**config.mk**
```make
export PLATFORM = sky130hd
export DESIGN_NAME = alu_arbiter_flat
export DESIGN_NICKNAME = d
export VERILOG_FILES = /design/src/rtl/alu_arb_pkg.sv /design/src/rtl/alu_arbiter_if.sv /design/src/rtl/alu_rr_arb.sv /design/src/rtl/alu_arbiter.sv /design/src/flat_wrapper.sv
export SDC_FILE = /design/constraint.sdc
export NUM_CORES = 1
export LEC_CHECK = 0
export ABC_CLOCK_PERIOD_IN_PS = 1660
export CORE_MARGIN = 10
export CORE_UTILIZATION = 25
export DETAILED_ROUTE_END_ITERATION = 8
export GPL_TIMING_DRIVEN = 0
export PLACE_DENSITY = 0.84
export SETUP_SLACK_MARGIN = 0.3
export SLEW_MARGIN = 20
export SYNTH_ARGS = -nofsm -noshare
export SYNTH_HDL_FRONTEND = slang
export SYNTH_SLANG_ARGS = --single-unit
export TNS_END_PERCENT = 50
```
**constraint.sdc**
```tcl
create_clock -name clock -period 1.66 [get_ports clock]
set_input_delay 0.332 -clock clock [delete_from_list [all_inputs] [get_ports clock]]
set_output_delay 0.332 -clock clock [all_outputs]
set_load 0.01 [all_outputs]
```
**src/rtl/alu_arb_pkg.sv**
```systemverilog
`default_nettype none
// ============================================================================
// Module      : alu_arb_pkg
// Description : Shared ALU opcode constants and arbiter state encoding.
// Revision    : 1.0 - initial release
// ============================================================================
package alu_arb_pkg;

    localparam logic [3:0] c_ALUC_ADD = 4'b0000;
    localparam logic [3:0] c_ALUC_SUB = 4'b0100;
    localparam logic [3:0] c_ALUC_AND = 4'b0001;
    localparam logic [3:0] c_ALUC_OR  = 4'b0101;
    localparam logic [3:0] c_ALUC_XOR = 4'b0010;
    localparam logic [3:0] c_ALUC_LUI = 4'b0110;
    localparam logic [3:0] c_ALUC_SLL = 4'b0011;
    localparam logic [3:0] c_ALUC_SRL = 4'b0111;
    localparam logic [3:0] c_ALUC_SRA = 4'b1111;

    localparam logic [0:0] c_ST_IDLE = 1'b0;
    localparam logic [0:0] c_ST_HOLD = 1'b1;

    typedef enum logic [0:0] {
        IDLE = c_ST_IDLE,
        HOLD = c_ST_HOLD
    } state_t;

endpackage
`default_nettype wire

```
**src/rtl/alu_arbiter_if.sv**
```systemverilog
`default_nettype none
// ============================================================================
// Module      : alu_arbiter_if
// Description : Requester, ALU and response bundle for the two-way ALU arbiter.
// Revision    : 1.0 - initial release
// ============================================================================
interface alu_arbiter_if;
    logic        req0_valid;
    logic        req0_ready;
    logic [31:0] req0_a;
    logic [31:0] req0_b;
    logic [3:0]  req0_aluc;
    logic        req1_valid;
    logic        req1_ready;
    logic [31:0] req1_a;
    logic [31:0] req1_b;
    logic [3:0]  req1_aluc;
    logic [31:0] alu_a;
    logic [31:0] alu_b;
    logic [3:0]  alu_aluc;
    logic [31:0] alu_s;
    logic        alu_z;
    logic        rsp_valid;
    logic        rsp_ready;
    logic        rsp_id;
    logic [31:0] rsp_s;
    logic        rsp_z;

    modport master (
        output req0_valid, req0_a, req0_b, req0_aluc,
        output req1_valid, req1_a, req1_b, req1_aluc,
        output alu_s, alu_z, rsp_ready,
        input  req0_ready, req1_ready, alu_a, alu_b, alu_aluc,
        input  rsp_valid, rsp_id, rsp_s, rsp_z
    );

    modport slave (
        input  req0_valid, req0_a, req0_b, req0_aluc,
        input  req1_valid, req1_a, req1_b, req1_aluc,
        input  alu_s, alu_z, rsp_ready,
        output req0_ready, req1_ready, alu_a, alu_b, alu_aluc,
        output rsp_valid, rsp_id, rsp_s, rsp_z
    );
endinterface
`default_nettype wire

```
**src/rtl/alu_rr_arb.sv**
```systemverilog
`default_nettype none
// ============================================================================
// Module      : alu_rr_arb
// Description : Two-way round-robin grant, one-hot output, purely combinational.
// Revision    : 1.0 - initial release
// ============================================================================
module alu_rr_arb (
    input  logic [1:0] valids,
    input  logic       last_grant,
    output logic [1:0] grant
);

    // On a tie the requester that did not win last time goes next.
    always_comb begin
        grant = 2'b00;
        case (valids)
            2'b01:   grant = 2'b01;
            2'b10:   grant = 2'b10;
            2'b11:   grant = last_grant ? 2'b01 : 2'b10;
            default: grant = 2'b00;
        endcase
    end

endmodule
`default_nettype wire

```
**src/rtl/alu_arbiter.sv**
```systemverilog
`default_nettype none
// ============================================================================
// Module      : alu_arbiter
// Description : Shares one combinational ALU between two requesters with a
//               one-deep registered response. Optional grant statistics are
//               enabled by defining ALU_ARB_STATS_EN.
// Revision    : 1.0 - initial release
// ============================================================================
module alu_arbiter
    import alu_arb_pkg::*;
#(
    parameter int CNT_W = 16
) (
    input  logic         clock,
    input  logic         reset,
    alu_arbiter_if.slave bus
`ifdef ALU_ARB_STATS_EN
    ,
    output logic [CNT_W-1:0] grant_cnt0,
    output logic [CNT_W-1:0] grant_cnt1
`endif
);

    state_t      r_state;
    logic        r_last_grant;
    logic        r_rsp_id;
    logic        r_rsp_z;
    logic [31:0] r_rsp_s;
    logic [1:0]  w_grant;
    logic        w_slot_free;
    logic        w_accept;

    alu_rr_arb u_rr_arb (
        .valids     ({bus.req1_valid, bus.req0_valid}),
        .last_grant (r_last_grant),
        .grant      (w_grant)
    );

    // Grant never depends on rsp_ready; only the ready qualification does.
    assign w_slot_free    = ~reset & ((r_state == IDLE) | bus.rsp_ready);
    assign bus.req0_ready = w_grant[0] & w_slot_free;
    assign bus.req1_ready = w_grant[1] & w_slot_free;
    assign w_accept       = (|w_grant) & w_slot_free;

    always_comb begin
        bus.alu_a    = 32'd0;
        bus.alu_b    = 32'd0;
        bus.alu_aluc = 4'b0000;
        if (w_grant[0]) begin
            bus.alu_a    = bus.req0_a;
            bus.alu_b    = bus.req0_b;
            bus.alu_aluc = bus.req0_aluc;
        end else if (w_grant[1]) begin
            bus.alu_a    = bus.req1_a;
            bus.alu_b    = bus.req1_b;
            bus.alu_aluc = bus.req1_aluc;
        end
    end

    assign bus.rsp_valid = (r_state == HOLD);
    assign bus.rsp_id    = r_rsp_id;
    assign bus.rsp_s     = r_rsp_s;
    assign bus.rsp_z     = r_rsp_z;

    always_ff @(posedge clock or posedge reset) begin
        if (reset) begin
            r_state      <= IDLE;
            r_last_grant <= 1'b1;
            r_rsp_id     <= 1'b0;
            r_rsp_s      <= 32'd0;
            r_rsp_z      <= 1'b0;
        end else if (w_accept) begin
            r_state      <= HOLD;
            r_last_grant <= w_grant[1];
            r_rsp_id     <= w_grant[1];
            r_rsp_s      <= bus.alu_s;
            r_rsp_z      <= bus.alu_z;
        end else if ((r_state == HOLD) && bus.rsp_ready) begin
            r_state <= IDLE;
        end
    end

`ifdef ALU_ARB_STATS_EN
    logic [CNT_W-1:0] r_cnt0;
    logic [CNT_W-1:0] r_cnt1;

    always_ff @(posedge clock or posedge reset) begin
        if (reset) begin
            r_cnt0 <= '0;
            r_cnt1 <= '0;
        end else if (w_accept) begin
            if (w_grant[0] && (r_cnt0 != {CNT_W{1'b1}})) r_cnt0 <= r_cnt0 + CNT_W'(1);
            if (w_grant[1] && (r_cnt1 != {CNT_W{1'b1}})) r_cnt1 <= r_cnt1 + CNT_W'(1);
        end
    end

    assign grant_cnt0 = r_cnt0;
    assign grant_cnt1 = r_cnt1;
`else
    logic [31:0] w_unused_cnt_w;
    assign w_unused_cnt_w = 32'(CNT_W);
`endif

endmodule
`default_nettype wire

```
**src/flat_wrapper.sv**
```systemverilog
// flat-port wrapper written by rule: the top's interface ports become plain ports
module alu_arbiter_flat import alu_arb_pkg::*;
#(
    parameter int CNT_W = 16
)
  (clock, reset, bus_req0_valid, bus_req0_a, bus_req0_b, bus_req0_aluc, bus_req1_valid, bus_req1_a, bus_req1_b, bus_req1_aluc, bus_alu_s, bus_alu_z, bus_rsp_ready, bus_req0_ready, bus_req1_ready, bus_alu_a, bus_alu_b, bus_alu_aluc, bus_rsp_valid, bus_rsp_id, bus_rsp_s, bus_rsp_z);
  alu_arbiter_if bus_i ();
  input  logic clock;
  input  logic reset;
  input wire logic [$bits(bus_i.req0_valid)-1:0] bus_req0_valid;
  input wire logic [$bits(bus_i.req0_a)-1:0] bus_req0_a;
  input wire logic [$bits(bus_i.req0_b)-1:0] bus_req0_b;
  input wire logic [$bits(bus_i.req0_aluc)-1:0] bus_req0_aluc;
  input wire logic [$bits(bus_i.req1_valid)-1:0] bus_req1_valid;
  input wire logic [$bits(bus_i.req1_a)-1:0] bus_req1_a;
  input wire logic [$bits(bus_i.req1_b)-1:0] bus_req1_b;
  input wire logic [$bits(bus_i.req1_aluc)-1:0] bus_req1_aluc;
  input wire logic [$bits(bus_i.alu_s)-1:0] bus_alu_s;
  input wire logic [$bits(bus_i.alu_z)-1:0] bus_alu_z;
  input wire logic [$bits(bus_i.rsp_ready)-1:0] bus_rsp_ready;
  output wire logic [$bits(bus_i.req0_ready)-1:0] bus_req0_ready;
  output wire logic [$bits(bus_i.req1_ready)-1:0] bus_req1_ready;
  output wire logic [$bits(bus_i.alu_a)-1:0] bus_alu_a;
  output wire logic [$bits(bus_i.alu_b)-1:0] bus_alu_b;
  output wire logic [$bits(bus_i.alu_aluc)-1:0] bus_alu_aluc;
  output wire logic [$bits(bus_i.rsp_valid)-1:0] bus_rsp_valid;
  output wire logic [$bits(bus_i.rsp_id)-1:0] bus_rsp_id;
  output wire logic [$bits(bus_i.rsp_s)-1:0] bus_rsp_s;
  output wire logic [$bits(bus_i.rsp_z)-1:0] bus_rsp_z;
  assign bus_i.req0_valid = bus_req0_valid;
  assign bus_i.req0_a = bus_req0_a;
  assign bus_i.req0_b = bus_req0_b;
  assign bus_i.req0_aluc = bus_req0_aluc;
  assign bus_i.req1_valid = bus_req1_valid;
  assign bus_i.req1_a = bus_req1_a;
  assign bus_i.req1_b = bus_req1_b;
  assign bus_i.req1_aluc = bus_req1_aluc;
  assign bus_i.alu_s = bus_alu_s;
  assign bus_i.alu_z = bus_alu_z;
  assign bus_i.rsp_ready = bus_rsp_ready;
  assign bus_req0_ready = bus_i.req0_ready;
  assign bus_req1_ready = bus_i.req1_ready;
  assign bus_alu_a = bus_i.alu_a;
  assign bus_alu_b = bus_i.alu_b;
  assign bus_alu_aluc = bus_i.alu_aluc;
  assign bus_rsp_valid = bus_i.rsp_valid;
  assign bus_rsp_id = bus_i.rsp_id;
  assign bus_rsp_s = bus_i.rsp_s;
  assign bus_rsp_z = bus_i.rsp_z;
  alu_arbiter #(.CNT_W(CNT_W)) u_core (.clock(clock), .reset(reset), .bus(bus_i));
endmodule
```
# Yosys cells after proc, flatten, opt, wreduce, memory -nomap -nowiden
# Index checks and enable logic that the tools add are counted.
[word_totals]
regBits = 36
wordCells = 28
[classes]
eq_ne = 3
mux = 10
bitwise = 7
n_reduce_logical = 3
[op_table]
columns = ["cell", "n"]
rows = [
  ["$mux W32", 4],
  ["$mux W4", 2],
  ["$pmux W2 S3", 1],
  ["$and A1 B1 Y1", 4],
  ["$eq A2 B2 Y1 const B", 2],
  ["$eq A2 B1 Y1 const B", 1],
  ["$mux W1", 2],
  ["$mux W2", 1],
  ["$not A1 Y1", 2],
  ["$reduce_bool A2 Y1", 1],
  ["$reduce_or A2 Y1", 1],
  ["$logic_and A1 B1 Y1", 1],
  ["$or A1 B1 Y1", 1],
]

# Longest topological paths before layout
# Gate-level depths: netlist of the first run.
[logic_depth]
depth_word = 5
depth_mapped = 5

# By module
# From an unflattened synthesis of the first run, not the netlist that was laid out.
[hier_totals]
cells_unflattened = 174
hier_area_um2 = 2223.4
[modules_own_cells]
columns = ["mod", "instances", "cells_each", "area_per_inst_um2", "seq_area_each_um2"]
rows = [
  ["alu_arbiter", 1, 171, 2204.6, 902.1],
  ["alu_rr_arb", 1, 3, 18.8, 0.0],
]

# Worst setup path before layout of the first run
# No wires, ideal clock.
[synth_timing]
path_kind = "flip-flop to output port"
start = "register u_core.r_last_grant"
end = "output bus_alu_a[10]"
arrival_time_ns = 1.296
required_ns = 1.328
path_slack_ns = 0.032
stages_incl_launch_ff = 5
cell_sequence = "dfstp_2 inv_1 a21boi_2 clkbuf_1 a22o_1"
[synth_between]
elab_chain_len = 4
[synth_rtl]
columns = ["element", "line", "text"]
rows = [
  ["from (decl)", "alu_arbiter.sv:25", "logic r_last_grant;"],
  ["from (signal assigned)", "alu_arbiter.sv:74", "r_last_grant <= w_grant[1];"],
  ["$mux W2 (*)", "alu_rr_arb.sv:19", "2'b11: grant = last_grant ? 2'b01 : 2'b10;"],
  ["$pmux W2 S3 (*)", "alu_rr_arb.sv:16", "case (valids)"],
  ["$mux W32", "alu_arbiter.sv:53", "end else if (w_grant[1]) begin"],
  ["$mux W32 (*)", "alu_arbiter.sv:49", "if (w_grant[0]) begin"],
  ["to (decl)", "flat_wrapper.sv:23", "output wire logic [$bits(bus_i.alu_a)-1:0] bus_alu_a;"],
]
# Every way passes the cells marked *; elsewhere a longest branch is shown, timed or not.

# Worst setup path in the final report of the first run
[layout_timing]
start = "register u_core.r_last_grant"
end = "output bus_alu_b[14]"
[layout_between]
elab_chain_len = 4
[layout_rtl]
columns = ["element", "line", "text"]
rows = [
  ["$mux W2 (*)", "alu_rr_arb.sv:19", ""],
  ["$pmux W2 S3 (*)", "alu_rr_arb.sv:16", ""],
  ["$mux W32", "alu_arbiter.sv:53", ""],
  ["$mux W32 (*)", "alu_arbiter.sv:49", ""],
  ["to (decl)", "flat_wrapper.sv:24", "output wire logic [$bits(bus_i.alu_b)-1:0] bus_alu_b;"],
]
# Marks and branches as above.

==> impl_results.md, run 1 <==
- Clock Latency Late Sink: 0.29 ns
- Worst IR drop on VDD: 666 µV
- Met1 Wirelength: 4620 µm
- Grt ovf: 0
- Final ANT Viol Nets: 0
- Run status: finished, violations left
- Reg area: 902 µm²
- Headroom to the max-slew limit: 50.4%
- Met3 wire len: 1160 µm
- Slowest stage cell on the critical path: dfstp_2
- Critical Path, Cell by Cell: inv_2, a21boi_4, buf_12, buf_6, buf_8, a22o_1, buf_2
- Actual slew at the worst max-slew pin: 0.742 ns
- Post-synth top area share: 42.5%
- Clock Tree Root: clkbuf_8
- Metal2 WL: 7340 µm
- Initial Utilization: 25.3%
- Pre-CTS setup slack: -1.19 ns
- Final setup margin: -0.343 ns
- Max FO, Critical Path: 7
- Number of global-route vias before repair: 3,067
- Via count: 2,760
- CTS Buffer Depth: 2
- Synth unique cells: 19
- RD Place Congestion: 0.994
- Final Max Slew Viols: 0
- Crit end category: primary output
- Layout area overhead: 150%
- Final Skew: 0.00682 ns
- Post-route insts no fill: 575
- Failing checks: negative setup slack
- Final Hold Vio Count: 0
- Pwr per Cell Area: 720 mW/mm²
- Port Buffers: 278
- Area leader, netlist: dfrtp_1
- # DRC: 0
- CP top delay family: buffers and inverters
- Max Used Layer: met4
- WP buf/inv: 5
- CTS tree: built
- Clock Sinks: 36
- Cell area after layout: 0.00516 mm²
- Dpl cells: 552
- CP required: 1.33 ns
- Clk slew on worst S/H paths: 0.07 ns
- Initial antenna violation count: 1
- Largest net degree at the start of global routing: 37
- Area contributors post-synth: dfrtp_1 42%, a22o_1 29%, mux2_2 18%, buf_2 1.9%, clkbuf_1 1.3%
- Area post-placement: 0.00504 mm²
- Register area share after synthesis: 43.7%
- Crit Path Class: register to primary output
- RSZ-0062 raised after global routing: true
- Die area: 0.0123 mm²
- Final wirelength: 13,300 µm
- Area of the multi-input gates: 0.00109 mm²
- WP data arrival: 1.67 ns
- Starting DRT DRC Count: 133
- Post-DP HPWL: 11,400 µm
- Proportion of layout cells with a drive suffix above 1: 32.6%
- Die Wd: 111 µm
- HP Class: input pin to async pin
- Flops & latches, synth: 36
- Pleak: 2.35 nW
- Max Cap Viol: 0
- Core area: 0.00813 mm²
- Critical Path Max Stage Delay: 0.55 ns
- Cells after synthesis: 169
- Nets: 642
- Synthesized Nets: 343
- Total GRT Usage: 20.0%
- Utilization after layout: 63.5%
- Setup violations, final: 70
- Fin crit share: 121%
- Total CTS buffers: 5
- Via density: 4.80
- Critical Path Source Type: register
- I/O pins: 279
- Drt first pass iters: 5
- Layout fillers: 695
- H-tree depth: 2
- YS warnings: 0
- DIE HEIGHT: 111 µm
- Avg WL per Cell: 23.1 µm
- Synthesized area: 0.00206 mm²
- Hold Buf Count CTS: 0
- Row cnt: 33
- Mapped Avg Cell Area: 12.2 µm²
- Fin crit period: 2.00 ns
- First-pass GRT wire length: 19,400 µm
- Fmax: 499 MHz
through the flow:
| stage | hold WS, ns | TNS, ns | power (mW) |
|---|---|---|---|
| 6_report | 0.370 | -19.66 | 3.72 |
| 5_1_grt | 0.427 | -24.69 | 3.91 |
| 4_1_cts | 0.367 | -23.49 | 3.70 |
| 3_5_place_dp | 0.482 | -83.36 | 3.17 |
| 3_3_place_gp | 0.471 | -92.46 | 3.12 |
| 2_1_floorplan | 0.467 | 0 | 1.87 |
placed cells by master (no fill, tap or decap):
cell type        Yosys  routed
nor2_1               1       1
mux2_2              33      33
a21boi_4             0       1
a22o_1              68      68
mux2i_1              1       1
mux2_1               1       1
dlygate4sd2_1        0      38
clkdlybuf4s50_1      0     169
o21ai_0              1       1
buf_2                8      41
and2_4               0       2
buf_4                1      11
buf_8                0      13
dfrtp_1             35      35
clkbuf_4             0       2
clkbuf_8             0       6
nor3_4               0       1
buf_6                2      34
dfstp_2              1       1
inv_1                3       1
or2_2                1       1
clkdlybuf4s15_1      0       1
nor2b_4              0       1
clkinv_2             0       2
inv_2                0       2
a21oi_4              0       1
diode_2              0       1
buf_12               0       1
synth_stat cells:
cell type  number
a21oi_2         1
or2_2           1
and2_1          2
buf_4           1
buf_2           8
mux2_1          1
nor3_2          1
buf_6           2
dfrtp_1        35
clkbuf_1        7
o21ai_0         1
inv_1           3
nor2b_1         1
a21boi_2        1
mux2i_1         1
mux2_2         33
a22o_1         68
nor2_1          1
dfstp_2         1
layout make-up:
class	count	area share [%]
clock buffers	6	1.60
diodes	1	0.0485
well taps	105	2.55
multi-input cells	112	21.0
repair buffers	292	52.6
inverters	3	0.218
flip-flops and latches	36	17.5
plain buffers	18	4.27
clock inverters	2	0.194
state kept, by name, summed over array words and instances, names as in the netlist:
register,cells
u_core.bus.rsp_z,1
u_core.bus.rsp_valid,1
u_core.bus.rsp_id,1
u_core.r_last_grant,1
u_core.bus.rsp_s,32
routing by layer:
metal | vias to the layer above | global-route usage (%)
met5 | - | 0
met4 | 0 | 5.38
met3 | 16 | 6.98
met2 | 162 | 38.0
met1 | 1317 | 20.1
li1 | 1265 | -
what timing repair did:
item | 4_1_cts | 5_1_grt
setup buffers | 10 | 2
endpoints found under the setup margin | 141 | 106
cloned | 2 | 0
pin swaps | 23 | 20
gates resized for setup | 365 | 34
path summary, 6_finish.rpt:
check	from	cells after the start	to	slack, ns
setup / recovery	u_core.r_last_grant	7	bus_alu_b[14]	-0.34
hold reg to reg	u_core.bus.rsp_s[26]	1	u_core.bus.rsp_s[26]	0.49
hold / removal	reset	2	u_core.bus.rsp_s[26]	0.37
setup reg to reg	u_core.bus.rsp_valid	6	u_core.bus.rsp_s[5]	0.10
min in group clock	u_core.bus.rsp_s[26]	1	u_core.bus.rsp_s[26]	0.49
max in group asynchronous	reset	2	u_core.bus.rsp_s[22]	0.81
where the power goes:
part / internal [mW] / leakage [nW] / switching [mW]
clock network: 0.331 / 0.0510 / 0.306
registers: 1.04 / 0.420 / 0.0775
logic: 1.18 / 1.88 / 0.777
logic make-up after synthesis:
logic type | after synthesis | share of synthesized area (%)
buffers and inverters | 21 | 5.22
AO/OA/AOI/OAI | 71 | 30.1
multiplexers | 35 | 19.1
flip-flops | 36 | 43.8
AND/OR/NAND/NOR | 6 | 1.88
No activity file was read; power rests on OpenSTA's default activity.
==> inputs of run 2 (changes only) <==
--- a/config.mk
+++ b/config.mk
@@ -6,6 +6,7 @@
 export NUM_CORES = 1
 export LEC_CHECK = 0
 export ABC_CLOCK_PERIOD_IN_PS = 1660
+export CAP_MARGIN = 0
 export CORE_MARGIN = 10
 export CORE_UTILIZATION = 25
 export DETAILED_ROUTE_END_ITERATION = 8
==> results of run 2 <==
Final layout, timing and power as in run 1 (identical DEF).
==> inputs of run 3 (changes only) <==
--- a/config.mk
+++ b/config.mk
@@ -12,6 +12,7 @@
 export DETAILED_ROUTE_END_ITERATION = 8
 export GPL_TIMING_DRIVEN = 0
 export PLACE_DENSITY = 0.84
+export RECOVER_POWER = 25
 export SETUP_SLACK_MARGIN = 0.3
 export SLEW_MARGIN = 20
 export SYNTH_ARGS = -nofsm -noshare
==> run 3 against run 2 <==
  * The flow still finishes with violations (negative setup slack)
  * Combinational power is essentially flat
  * Fmax unchanged
  * Non-clock buffer count is the same
  * Hold slack improved by 0.12 ns
  * First-iteration DRC count increased by 0.75%
  * Via count fell by 0.69%
  * Core utilization unchanged
  * Critical path depth is the same
  * Worst setup slack did not move
  * Global-route usage is the same
==> impl_results.md, run 3 (synthesis results as in run 1) <==
- Run status: finished, violations left
- Failing checks: negative setup slack
- Final setup margin: -0.343 ns
- Critical path origin: u_core.r_last_grant
- Core area: 0.00813 mm²
- Clk slew on worst S/H paths: 0.07 ns
- Global routing usage on met1: 20.1%
- CP required: 1.33 ns
- Dpl cells: 552
- Final wirelength: 13,300 µm
- Via density: 4.77
- Layout area overhead: 150%
- RSZ-0062 raised after global routing: true
- Final ANT Viol Nets: 0
- Met3 Use GR: 6.98%
- Setup violations, final: 70
- Pwr per Cell Area: 720 mW/mm²
- Drt first pass iters: 4
- Most common cell after layout, fill and taps aside: clkdlybuf4s50_1
- Max Cap Viol: 0
- Origin of the worst min-delay path: u_core.bus.rsp_s[26]
- Critical Path Max Stage Delay: 0.55 ns
- Max reg flops: 32
- Fin crit share: 121%
- Die Wd: 111 µm
- Post-DP HPWL: 11,400 µm
- Nets: 642
- Die area: 0.0123 mm²
- CTS Buffer Depth: 2
- Most frequent cells in the layout: 169 x clkdlybuf4s50_1, 68 x a22o_1, 41 x buf_2, 38 x dlygate4sd2_1, 35 x dfrtp_1
- Port Buffers: 278
- Final Skew: 0.00682 ns
- Clock Latency Late Sink: 0.29 ns
- Avg WL per Cell: 23.1 µm
- Launching point of the worst reg2reg path: u_core.bus.rsp_valid
- Setup total negative slack: -19.65 ns
- Fin crit period: 2.00 ns
- Critical Path, Cell by Cell: inv_2, a21boi_4, buf_12, buf_6, buf_8, a22o_1, buf_2
- Worst IR drop on VDD: 666 µV
- Largest net degree at the start of global routing: 37
- Pleak: 2.35 nW
- Fmax: 499 MHz
- Actual slew at the worst max-slew pin: 1.35 ns
- Worst hold slack: 0.488 ns
- Starting DRT DRC Count: 134
- Initial Utilization: 25.3%
- Headroom to the max-slew limit: 9.80%
- Total GRT Usage: 20.0%
- First-pass GRT wire length: 19,400 µm
- CTS tree: built
- Top Usage Layer GRT: met2
- Area of the multi-input gates: 0.00109 mm²
- Via count: 2,741
- Slowest stage cell on the critical path: dfstp_2
- Final Max Slew Viols: 0
- Critical Path Source Type: register
- Reg area: 902 µm²
- RD Place Congestion: 0.994
- Pre-CTS setup slack: -1.19 ns
- DIE HEIGHT: 111 µm
- Proportion of layout cells with a drive suffix above 1: 32.4%
- Final Hold Vio Count: 0
- Number of global-route vias before repair: 3,067
- Total CTS buffers: 5
- # DRC: 0
- WP data arrival: 1.67 ns
- Initial antenna violation count: 1
- Max FO, Critical Path: 7
- Post-route insts no fill: 575
- Crit end category: primary output
- Row cnt: 33
- HP Class: register to register
- Crit Path Class: register to primary output
- Grt ovf: 0
- Clock Sinks: 36
- Clock Tree Root: clkbuf_8
- Layout fillers: 695
- Pwr Total: 3.72 mW
- M2 GR Usage: 38.0%
- H-tree depth: 2
- I/O pins: 279
==> run 3: timing repair <==
action / in CTS / in global routing
pin swaps: 23 / 20
setup buffers: 10 / 2
endpoints found under the hold margin: 0 / 0
endpoints found under the setup margin: 141 / 106
cloned: 2 / 0
hold buffers: 0 / 0
resized for setup: 365 / 34
==> run 3: layout make-up <==
class / instances / area share [%]
timing repair buffer: 292 / 52.6
multi-input combinational: 112 / 21.0
sequential: 36 / 17.5
buffer: 18 / 4.27
tap: 105 / 2.55
clock buffer: 6 / 1.60
inverter: 3 / 0.218
clock inverter: 2 / 0.194
antenna: 1 / 0.0485
==> run 3: routing by layer <==
metal	vias to the layer above	part of all wire, %
li1	1265	-
met1	1305	35
met2	157	55
met3	14	8.8
met4	0	1.4
met5	-	0
==> run 3: final timing paths <==
path                                             end  slack (ns)  depth (start not counted)
worst min-delay path            u_core.bus.rsp_s[26]        0.49                          1
worst max register to register   u_core.bus.rsp_s[5]        0.10                          6
worst max-delay path                   bus_alu_b[14]       -0.34                          7
worst min register to register  u_core.bus.rsp_s[26]        0.49                          1
min in group asynchronous       u_core.bus.rsp_s[26]        0.62                          2
max in group asynchronous       u_core.bus.rsp_s[22]        0.24                          2
==> run 3: worst max-delay path, delay by kind of cell (launching register included) <==
family          cells  cell delay [ns]
compound gates      2             0.28
flops               1             0.55
buf+inv             5             0.56
==> run 3: report_power, final <==
part	internal, mW	switching (mW)	total (mW)
logic	1.18	0.776	1.96
registers	1.04	0.0773	1.12
clock network	0.331	0.306	0.637
total	2.56	1.16	3.72
==> run 3: through the flow <==
stage,utilization (%),instance area (µm²)
floorplan,-,2120
global placement,61.9,5040
detailed placement,61.9,5040
CTS,62.5,5080
global route,63.5,5160
finish,63.5,5160
